## src/rtl/oflow_pe_seq_if.sv

```systemverilog
// oflow_pe_seq_if: core-side and PE-side handshake bundle of the per-PE sequencer.
interface oflow_pe_seq_if #(parameter int SET_LEN = 8);
  logic               start_frame;
  logic [SET_LEN-1:0] num_of_sets;
  logic               first_frame;
  logic               done_fe;
  logic               done_registration;
  logic               start_fe;
  logic               start_registration;
  logic               done_pe;
  logic               frame_done;
  logic               ready_new_frame;
  logic               frame_num;
  logic [SET_LEN-1:0] set_idx;
  logic               busy;
  logic               timeout_err;
  modport master (
    output start_frame, num_of_sets, first_frame, done_fe, done_registration,
    input  start_fe, start_registration, done_pe, frame_done, ready_new_frame,
           frame_num, set_idx, busy, timeout_err
  );
  modport slave (
    input  start_frame, num_of_sets, first_frame, done_fe, done_registration,
    output start_fe, start_registration, done_pe, frame_done, ready_new_frame,
           frame_num, set_idx, busy, timeout_err
  );
endinterface

```

## src/rtl/oflow_pe_seq.sv

```systemverilog
// oflow_pe_seq: drives one oflow_pe through a frame, set by set, with a handshake watchdog.
module oflow_pe_seq #(
  parameter int SET_LEN        = 8,
  parameter int TO_LEN         = 12,
  parameter int TIMEOUT_CYCLES = 4000
) (
  input logic           clk,
  input logic           reset_N,
  oflow_pe_seq_if.slave io
);
  typedef enum logic [2:0] {IDLE, FE_START, FE_WAIT, REG_START, REG_WAIT, SET_END, FRAME_END} state_t;
  state_t             st, nxt;
  logic [SET_LEN-1:0] sets_q;
  logic               first_q;
  logic [TO_LEN-1:0]  cnt;
  logic               waiting, wd, last, to;
  assign waiting = st == FE_WAIT || st == REG_WAIT;
  assign wd      = TIMEOUT_CYCLES != 0 && cnt == TO_LEN'(TIMEOUT_CYCLES - 1);
  assign last    = io.set_idx == sets_q - 1'b1;
  // Outputs are registered from the next state, so each pulse lines up with its state.
  always_comb begin
    nxt = st;
    to  = 1'b0;
    case (st)
      IDLE:      if (io.start_frame) nxt = io.num_of_sets == '0 ? FRAME_END : FE_START;
      FE_START:  nxt = FE_WAIT;
      FE_WAIT:   if (io.done_fe) nxt = first_q ? SET_END : REG_START;
                 else if (wd) begin
                   nxt = IDLE;
                   to  = 1'b1;
                 end
      REG_START: nxt = REG_WAIT;
      REG_WAIT:  if (io.done_registration) nxt = SET_END;
                 else if (wd) begin
                   nxt = IDLE;
                   to  = 1'b1;
                 end
      SET_END:   nxt = last ? FRAME_END : FE_START;
      default:   nxt = IDLE;
    endcase
  end
  always_ff @(posedge clk or negedge reset_N) begin
    if (!reset_N) begin
      st                    <= IDLE;
      sets_q                <= '0;
      first_q               <= 1'b0;
      cnt                   <= '0;
      io.start_fe           <= 1'b0;
      io.start_registration <= 1'b0;
      io.done_pe            <= 1'b0;
      io.frame_done         <= 1'b0;
      io.ready_new_frame    <= 1'b1;
      io.busy               <= 1'b0;
      io.frame_num          <= 1'b0;
      io.set_idx            <= '0;
      io.timeout_err        <= 1'b0;
    end else begin
      st                    <= nxt;
      io.start_fe           <= nxt == FE_START;
      io.start_registration <= nxt == REG_START;
      io.done_pe            <= nxt == SET_END;
      io.frame_done         <= nxt == FRAME_END;
      io.ready_new_frame    <= nxt == IDLE;
      io.busy               <= nxt != IDLE;
      cnt                   <= !waiting ? '0 : cnt == '1 ? cnt : cnt + 1'b1;
      if (st == IDLE && io.start_frame) begin
        sets_q         <= io.num_of_sets;
        first_q        <= io.first_frame;
        io.set_idx     <= '0;
        io.timeout_err <= 1'b0;
      end
      if (to) io.timeout_err <= 1'b1;
      if (st == SET_END && !last) io.set_idx <= io.set_idx + 1'b1;
      if (st == FRAME_END) io.frame_num <= ~io.frame_num;
    end
  end
endmodule
```

## src/flat_wrapper.sv

```systemverilog
// flat-port wrapper written by rule: the top's interface ports become plain ports
module oflow_pe_seq_flat 
#(
  parameter int SET_LEN        = 8,
  parameter int TO_LEN         = 12,
  parameter int TIMEOUT_CYCLES = 4000
)
  (clk, reset_N, io_start_frame, io_num_of_sets, io_first_frame, io_done_fe, io_done_registration, io_start_fe, io_start_registration, io_done_pe, io_frame_done, io_ready_new_frame, io_frame_num, io_set_idx, io_busy, io_timeout_err);
  oflow_pe_seq_if #(.SET_LEN(SET_LEN)) io_i ();
  input logic clk;
  input logic reset_N;
  input wire logic [$bits(io_i.start_frame)-1:0] io_start_frame;
  input wire logic [$bits(io_i.num_of_sets)-1:0] io_num_of_sets;
  input wire logic [$bits(io_i.first_frame)-1:0] io_first_frame;
  input wire logic [$bits(io_i.done_fe)-1:0] io_done_fe;
  input wire logic [$bits(io_i.done_registration)-1:0] io_done_registration;
  output wire logic [$bits(io_i.start_fe)-1:0] io_start_fe;
  output wire logic [$bits(io_i.start_registration)-1:0] io_start_registration;
  output wire logic [$bits(io_i.done_pe)-1:0] io_done_pe;
  output wire logic [$bits(io_i.frame_done)-1:0] io_frame_done;
  output wire logic [$bits(io_i.ready_new_frame)-1:0] io_ready_new_frame;
  output wire logic [$bits(io_i.frame_num)-1:0] io_frame_num;
  output wire logic [$bits(io_i.set_idx)-1:0] io_set_idx;
  output wire logic [$bits(io_i.busy)-1:0] io_busy;
  output wire logic [$bits(io_i.timeout_err)-1:0] io_timeout_err;
  assign io_i.start_frame = io_start_frame;
  assign io_i.num_of_sets = io_num_of_sets;
  assign io_i.first_frame = io_first_frame;
  assign io_i.done_fe = io_done_fe;
  assign io_i.done_registration = io_done_registration;
  assign io_start_fe = io_i.start_fe;
  assign io_start_registration = io_i.start_registration;
  assign io_done_pe = io_i.done_pe;
  assign io_frame_done = io_i.frame_done;
  assign io_ready_new_frame = io_i.ready_new_frame;
  assign io_frame_num = io_i.frame_num;
  assign io_set_idx = io_i.set_idx;
  assign io_busy = io_i.busy;
  assign io_timeout_err = io_i.timeout_err;
  oflow_pe_seq #(.SET_LEN(SET_LEN), .TO_LEN(TO_LEN), .TIMEOUT_CYCLES(TIMEOUT_CYCLES)) u_core (.clk(clk), .reset_N(reset_N), .io(io_i));
endmodule
```

## config.mk

```make
export PLATFORM = sky130hd
export DESIGN_NAME = oflow_pe_seq_flat
export DESIGN_NICKNAME = d
export VERILOG_FILES = /design/src/rtl/oflow_pe_seq_if.sv /design/src/rtl/oflow_pe_seq.sv /design/src/flat_wrapper.sv
export SDC_FILE = /design/constraint.sdc
export NUM_CORES = 1
export LEC_CHECK = 0
export CORE_MARGIN = 3
export CORE_UTILIZATION = 40
export DETAILED_ROUTE_END_ITERATION = 8
export GPL_ROUTABILITY_DRIVEN = 1
export GPL_TIMING_DRIVEN = 0
export HOLD_SLACK_MARGIN = 0.03
export MAX_ROUTING_LAYER = met4
export PLACE_DENSITY_LB_ADDON = 0.25
export SLEW_MARGIN = 5
export SYNTH_ARGS = -nofsm -noshare
export SYNTH_HDL_FRONTEND = slang
export SYNTH_SLANG_ARGS = --single-unit
```

## constraint.sdc

```tcl
create_clock -name clk -period 2.74 [get_ports clk]
set_clock_uncertainty 0.2 [all_clocks]
set_input_delay 0.274 -clock clk [delete_from_list [all_inputs] [get_ports clk]]
set_output_delay 0.274 -clock clk [all_outputs]
set_load 0.1 [all_outputs]
```

# == Word level (Yosys, flattened, before mapping) ==
# Cells that the tools add are included.
# totals
input_bits,14
ff_bits,40
output_inout_bits,16
wordCells,59
# op_classes
n_reduce_logical,10
n_bitwise,1
muxes,18
n_addsub,3
n_eq_ne,14
# ops
op,count
"== test 12 bit, second input constant",2
2-to-1 mux 12 bit,2
2-to-1 mux 3 bit,7
case mux 3 bit (6 select lines),1
2-to-1 mux 8 bit,2
"== test 3 bit, second input constant",5
"adder 12 x 1 -> 12 bit, second input constant",1
"== test 3 x 2 -> 1 bit, second input constant",3
"adder 8 x 1 -> 8 bit, second input constant",1
== test 8 bit,1
logical NOT 8 bit,1
"subtractor 8 x 1 -> 8 bit, second input constant",1
"== test 3 x 1 -> 1 bit, second input constant",2
logical NOT 3 bit,2
2-to-1 mux 1 bit,5
nonzero test 2 bit,2
nonzero test 3 bit,1
logical AND 1 bit,2
"!= test 2 bit, second input constant",1
case mux 1 bit (2 select lines),1
logical NOT 1 bit,1
logical OR 1 bit,1
inverter 1 bit,1

# == Logic depth before layout (Yosys ltp) ==
# Gate-level depths: netlist of the first run.
# depth
depth_word,5
ltp_mapped,9
ltp_nobuf,9

# == Worst setup path after synthesis of the first run ==
# Ideal clock, no wire load.
# synth_timing
kind,flip-flop to flip-flop
from,register u_core.io.set_idx[7] (netlist name)
to,register u_core.io.busy
period_less_slack_ns,2.930
n_path_buf,0
path_stages_with_launch,8
setup_ns,0.131
t_required_ns,2.409
setup_slack_ns,-0.190
t_arrival_ns,2.598
path_cell_list,dfrtp_1 -> xor2_1 -> a21o_1 -> a2111oi_4 -> o2111ai_4 -> a21boi_4 -> inv_2 -> or3b_1
# synth_between
elab_chain_cells,4
# synth_lines
element,line,source
"start, declared",oflow_pe_seq_if.sv:25,"frame_num, set_idx, busy, timeout_err"
"start signal, assigned",oflow_pe_seq.sv:73,if (st == SET_END && !last) io.set_idx <= io.set_idx + 1'b1;
== test 8 bit,oflow_pe_seq.sv:19,assign last = io.set_idx == sets_q - 1'b1;
2-to-1 mux 3 bit,oflow_pe_seq.sv:38,SET_END: nxt = last ? FRAME_END : FE_START;
case mux 3 bit (6 select lines),oflow_pe_seq.sv:24,case (st)
net u_core.nxt[0],oflow_pe_seq.sv:12,"state_t st, nxt;"
nonzero test 3 bit,oflow_pe_seq.sv:64,io.busy <= nxt != IDLE;
"end signal, assigned",oflow_pe_seq.sv:53,io.busy <= 1'b0;
"end signal, assigned",oflow_pe_seq.sv:64,
"end, declared",oflow_pe_seq_if.sv:25,
# The timed path passes the listed nets, and every way through them passes these cells.
# A chain may end at the register's enable or synchronous reset.

# == Worst setup path in the final report of the first run ==
# layout_timing
from,register u_core.sets_q[0]
to,register u_core.io.set_idx[6] (netlist name)
# layout_between
elab_chain_cells,5
elab_cells_between_ends,6
classes_between,1 x add/sub; 1 x eq/ne; 1 x mux; 3 x reduce/logical
# layout_lines
element,line,source
"start, declared",oflow_pe_seq.sv:13,logic [SET_LEN-1:0] sets_q;
"start signal, assigned",oflow_pe_seq.sv:67,sets_q <= io.num_of_sets;
subtractor 8 x 1 -> 8 bit *,oflow_pe_seq.sv:19,
== test 8 bit *,oflow_pe_seq.sv:19,
logical NOT 1 bit *,oflow_pe_seq.sv:73,
logical AND 1 bit *,oflow_pe_seq.sv:73,
2-to-1 mux 8 bit or nonzero test 2 bit (tied branches),--,
# Every way passes the cells marked *; elsewhere a longest branch is shown, timed or not.

==> flow_metrics.tcl, run 1 <==
set metrics [dict create \
    ys_types 49 \
    setup_slack_ns -0.0352 \
    die-area_um2 6420 \
    overflow 0 \
    fp-row-count 26 \
    die_w_um 80.1 \
    drv_cap 0 \
    drc 0 \
    worstSetupEndpoint "u_core.io.set_idx[6]" \
    grt_pass1_wl_mm 8.49 \
    worstSetupStartpointType "flip-flop" \
    antenna_cells 0 \
    hold_path_class "reg -> reg" \
    first_pass_iters 4 \
    cts_tree "yes" \
    antenna_found_initial 0 \
    postSynthRegisterBits 40 \
    end_kind "flip-flop" \
    final_hold_viol_count 0 \
    power_density_nw_per_um2 984 \
    ir_drop_mv 0.732 \
    track_usage_pct 17.7 \
    finalCritPeriodShare_pct 101 \
    post_drt_wl_per_cell_um 14.2 \
    r2r_slack_ns -0.04 \
    portBuffers 29 \
    synth_fp_nets 251 \
    r2r_cells 11 \
    timing.rr.end "u_core.io.set_idx[6]" \
    min_period_ns 2.78 \
    vias_per_cell 5.18 \
    root_buffer "clkbuf_8" \
    p_leak_nw 1.21 \
    io_pins 30 \
    drive_gt1_share_pct 17.3 \
    nets 299 \
    async_flop_share_pct 100 \
    rsz0062_at_grt "true" \
    critical_path_required_ns 2.77 \
    vias 1830 \
    layout_commonest_cell "dfrtp_1" \
    slew_headroom_pct 34.7 \
    grt_pass1_vias 1781 \
    clkTransAtPathRegs_ns 0.08 \
    routed_wl_mm 5.02 \
    clock-sinks 40 \
    clock_latency_ns 0.30 \
    reg2reg_from "u_core.sets_q[0]" \
    avgSynthCellArea_um2 9.39 \
    synth-edff-count 0 \
    final_cell_mix "dfrtp_1, nand2_1, clkdlybuf4s50_1, nor2_1, nand3_1" \
    core_area_um2 5200 \
    ys_warn_count 0 \
    grt_start_max_net_pins 22 \
    synth_seq_area_share_pct 45.6 \
    cts_max_level 2 \
    drtAntennaViolNets 0 \
    finalMaxSlewViolations 0 \
    crit_start "u_core.sets_q[0]" \
    fmax_mhz 360 \
    drt_iter0_markers 87 \
    synthCells 234 \
    area_growth_pct 31.0 \
    cts_buffer_depth 2 \
    finalSetupViolCount 2 \
    synthesis.area_um2 2200 \
    n_fill_cell 482 \
    crit_arrival_ns 2.81 \
    design_area_um2 2880 \
    crit_type "reg -> reg" \
    dp_hpwl_mm 3.48 \
    violations "setup timing" \
    dpl-instance-area_um2 2630 \
    place.gp.congestion 0.824 \
    outcome "complete, but fails checks" \
    floorplan.initialDensity_pct 42.2 \
    numCtsBuffers 5 \
    tightest_slew_ns 0.976 \
    fp.dieH_um 80.1 \
    postLayoutCoreUtil_pct 55.3 \
    crit_fanout 9 \
    p_total_mw 2.83 \
    synth_ff_type "dfrtp_1" \
]
[final cells by class]
class | count | area (um2) | area share, %
multi-input cells | 179 | 1200 | 41.5
flip-flops and latches | 40 | 1010 | 35.0
repair buffers | 41 | 402 | 14.0
well taps | 70 | 87.6 | 3.04
clock buffers | 6 | 82.6 | 2.87
plain buffers | 11 | 48.8 | 1.69
clock inverters | 2 | 38.8 | 1.35
inverters | 4 | 15.0 | 0.522
[metrics by stage]
step                      hold WS, ns  TNS, ns  std cells  setup WS (ns)
after floorplan                -0.222   -0.103        234         -0.101
after global routing            0.322    -1.09        353         -0.152
after CTS                       0.280   -0.669        351         -0.114
after detailed placement       0.0651    -1.34        334         -0.311
after global placement          0.263    -1.19        333         -0.278
final                           0.270  -0.0566        353        -0.0352
[sequential cells by signal, summed over array words and instances, names as in the netlist]
| signal | count |
|---|---|
| u_core.st | 3 |
| u_core.io.busy | 1 |
| u_core.io.frame_num | 1 |
| u_core.io.start_registration | 1 |
| u_core.io.ready_new_frame | 1 |
| u_core.sets_q | 8 |
| u_core.io.set_idx | 8 |
| u_core.io.start_fe | 1 |
| u_core.io.frame_done | 1 |
| u_core.cnt | 12 |
| u_core.io.done_pe | 1 |
| u_core.io.timeout_err | 1 |
| u_core.first_q | 1 |
[worst min-delay path by stage]
stage | end | cells past startpoint | slack (ns) | start
finish | u_core.io.frame_num | 1 | 0.27 | u_core.io.frame_num
global route | u_core.sets_q[3] | 2 | 0.32 | reset_N
CTS | u_core.sets_q[3] | 2 | 0.28 | reset_N
detailed placement | u_core.cnt[8] | 1 | 0.07 | reset_N
global placement | u_core.io.frame_num | 1 | 0.26 | u_core.io.frame_num
floorplan | u_core.cnt[0] | 0 | -0.22 | reset_N
[metal layers]
layer	track usage, %	vias up	part of all wire (%)
met5	-	-	0
met4	6.93	0	1.8
met3	3.81	8	5.0
met2	24.8	38	43
met1	25.0	858	50
li1	-	926	-
[critical path, stage by stage, from the launching register on]
cell	delay, ns
dfrtp_2	0.42
inv_2	0.07
ha_4	0.12
or3b_4	0.38
buf_4	0.16
nor4_4	0.21
a2111oi_4	0.07
buf_4	0.14
o2111a_1	0.26
buf_6	0.14
or4_1	0.46
nand3_1	0.08
[synth_stat cells (all sizes together) (3+ instances only)]
master | n | area (um2)
nand3b | 4 | 30.0
nor4 | 3 | 18.8
inv | 4 | 15.0
nand2 | 31 | 116
a31o | 4 | 35.0
and3 | 3 | 18.8
xnor2 | 6 | 52.6
nand2b | 3 | 18.8
nand4 | 8 | 50.1
nor2 | 24 | 90.1
or3 | 3 | 18.8
dfrtp | 39 | 976
and2 | 5 | 31.3
clkbuf | 10 | 37.5
xor2 | 13 | 114
nand3 | 15 | 75.1
ha | 3 | 37.5
a21oi | 8 | 40.0
o211ai | 4 | 30.0
o21ai | 7 | 35.0
nor3 | 3 | 15.0
[report_power, final]
| part | switching (mW) | internal [mW] |
|---|---|---|
| Sequential | 0.148 | 0.738 |
| Combinational | 0.906 | 0.536 |
| Clock | 0.207 | 0.298 |
[kinds of logic after synthesis]
logic type / Yosys count / synth area share (%)
simple gates: 116 / 26.9
compound gates: 40 / 15.1
xor+xnor: 19 / 7.57
fa+ha+maj: 3 / 1.71
mux: 1 / 0.455
flops: 40 / 45.6
buf+inv: 15 / 2.62
[timing repair]
item / CTS / global route
hold buffers: 1 / 0
setup endpoints to repair: 11 / 14
setup buffers: 8 / 2
endpoints found under the hold margin: 19 / 0
gates resized for setup: 7 / 6
pin swaps: 6 / 5
Note: power is estimated with default switching activity, not from simulation.
==> run 2: changes to the inputs <==
Settings changed: GPL_TIMING_DRIVEN 0 to not set, SLEW_MARGIN 5 to 10.
==> flow_metrics.tcl, run 2 (synthesis gave the netlist of run 1 again) <==
set metrics [dict create \
    multi_input_area_um2 1200 \
    grt_pass1_vias 1795 \
    critical_path_required_ns 2.78 \
    cts_tree "yes" \
    holdPathEnd "u_core.io.frame_num" \
    reg2reg_from "u_core.sets_q[0]" \
    floorplan.initialDensity_pct 42.2 \
    antenna_cells 0 \
    hold_depth 1 \
    place_worst_setup_slack_ns -0.0387 \
    hold_path_class "reg -> reg" \
    cts_buffer_depth 2 \
    grt_pass1_wl_mm 8.32 \
    clockPowerShare_pct 17.7 \
    drc 0 \
    fp-row-count 26 \
    combPwrFrac_pct 51.1 \
    final_cell_mix "buf_4, dfrtp_1, nand2_1, nor2_1, nand3_1" \
    numCtsBuffers 5 \
    p_leak_nw 1.26 \
    min_from "u_core.io.frame_num" \
    io_pins 30 \
    finalCritPeriodShare_pct 98.9 \
    first_pass_iters 4 \
    finalMaxSlewViolations 0 \
    final_hold_viol_count 0 \
    timing.rr.end "u_core.io.set_idx[7]" \
    crit_type "reg -> reg" \
    largest_reg_flops 12 \
    rsz0062_at_grt "true" \
    seq_area_um2 1010 \
    overflow 0 \
    clock-sinks 40 \
    crit_arrival_ns 2.75 \
    n_fill_cell 478 \
    track_usage_pct 17.2 \
    postLayoutCoreUtil_pct 54.7 \
    setup_slack_ns 0.0305 \
    routed_wl_mm 4.98 \
    finalSetupViolCount 0 \
    netSwitchingFraction_pct 44.8 \
    vias_per_cell 5.28 \
    fmax_mhz 369 \
    end_kind "flip-flop" \
    outcome "finished, final reports clean" \
    whs_ns 0.270 \
    p_total_mw 2.86 \
    clkTransAtPathRegs_ns 0.08 \
    tightest_slew_ns 0.877 \
    drive_gt1_share_pct 26.6 \
    layout_commonest_cell "buf_4" \
    min_period_ns 2.71 \
    ir_drop_mv 0.587 \
    top_regs "u_core.cnt x12, u_core.io.set_idx x8, u_core.sets_q x8" \
    area_growth_pct 29.5 \
    top_register "u_core.cnt" \
    drt_iter0_markers 110 \
    post_drt_wl_per_cell_um 14.2 \
    portBuffers 29 \
    r2r_cells 9 \
    nets 298 \
    drv_cap 0 \
    switchingPower_mw 1.28 \
    r2r_slack_ns 0.03 \
    worstSetupStartpointType "flip-flop" \
    p_int_mw 1.58 \
    fp.dieH_um 80.1 \
    power_density_nw_per_um2 1000 \
    root_buffer "clkbuf_8" \
    crit_fanout 8 \
    dp_hpwl_mm 3.39 \
    grt_start_max_net_pins 41 \
    cts_max_level 2 \
    place.gp.congestion 0.863 \
    die-area_um2 6420 \
    core_area_um2 5200 \
    clock_latency_ns 0.31 \
    share_seq_of_total_power_pct 31.2 \
    drtAntennaViolNets 0 \
    antenna_found_initial 0 \
    vias 1857 \
    slew_headroom_pct 41.5 \
    die_w_um 80.1 \
]
[run 2: layer usage]
layer,routed length [um],vias up,global-route usage (%)
li1,-,931,-
met1,2540,889,24.0
met2,2190,31,24.9
met3,194,6,3.92
met4,60,0,5.57
met5,0,-,-
[run 2: critical path: stages (launching register included)]
cell and delay, ns:
dfrtp_1 0.40, inv_2 0.08, ha_4 0.13, or3b_4 0.37, o31a_4 0.30, o21a_1 0.21
buf_4 0.14, o2111a_2 0.30, or4_4 0.43, nand3_2 0.07
[run 2: how the worst max path moves through the flow]
| stage | from | endpoint | cells after the start |
|---|---|---|---|
| after floorplan | u_core.sets_q[0] | u_core.io.busy | 9 |
| after global placement | u_core.sets_q[0] | u_core.io.busy | 9 |
| after detailed placement | u_core.sets_q[1] | u_core.io.busy | 9 |
| after CTS | u_core.sets_q[1] | u_core.io.set_idx[6] | 10 |
| after global routing | u_core.sets_q[0] | u_core.io.set_idx[4] | 11 |
| final | u_core.sets_q[0] | u_core.io.set_idx[7] | 9 |
[run 2: through the flow]
step	std cells	setup TNS [ns]	area, um2
after detailed placement	337	-0.0879	2630
after CTS	346	0	2760
after floorplan	234	-0.103	2230
after global routing	352	-0.425	2850
after global placement	337	0	2630
final	352	0	2850
[run 2: what timing repair did]
item / CTS / global route
buffers inserted: 0 / 6
pin swaps: 2 / 5
resized for setup: 1 / 11
setup endpoints to repair: 4 / 10
endpoints found under the hold margin: 39 / 0
hold buffers: 1 / 0
[run 2: power by group through the flow]
stage               registers [mW]  clock network (mW)  logic, mW
CTS                          0.880               0.516       1.39
finish                       0.892               0.505       1.46
floorplan                     1.21                   0      0.644
global route                 0.912               0.540       1.60
global placement             0.891                   0       1.37
detailed placement           0.885                   0       1.37
[run 2: final cells by class]
type | instances | share of cell area [%]
Multi-Input combinational cell | 179 | 42.3
Sequential cell | 40 | 35.4
Timing Repair Buffer | 51 | 14.6
Tap cell | 70 | 3.08
Clock buffer | 5 | 2.42
Clock inverter | 3 | 1.63
Inverter | 4 | 0.527
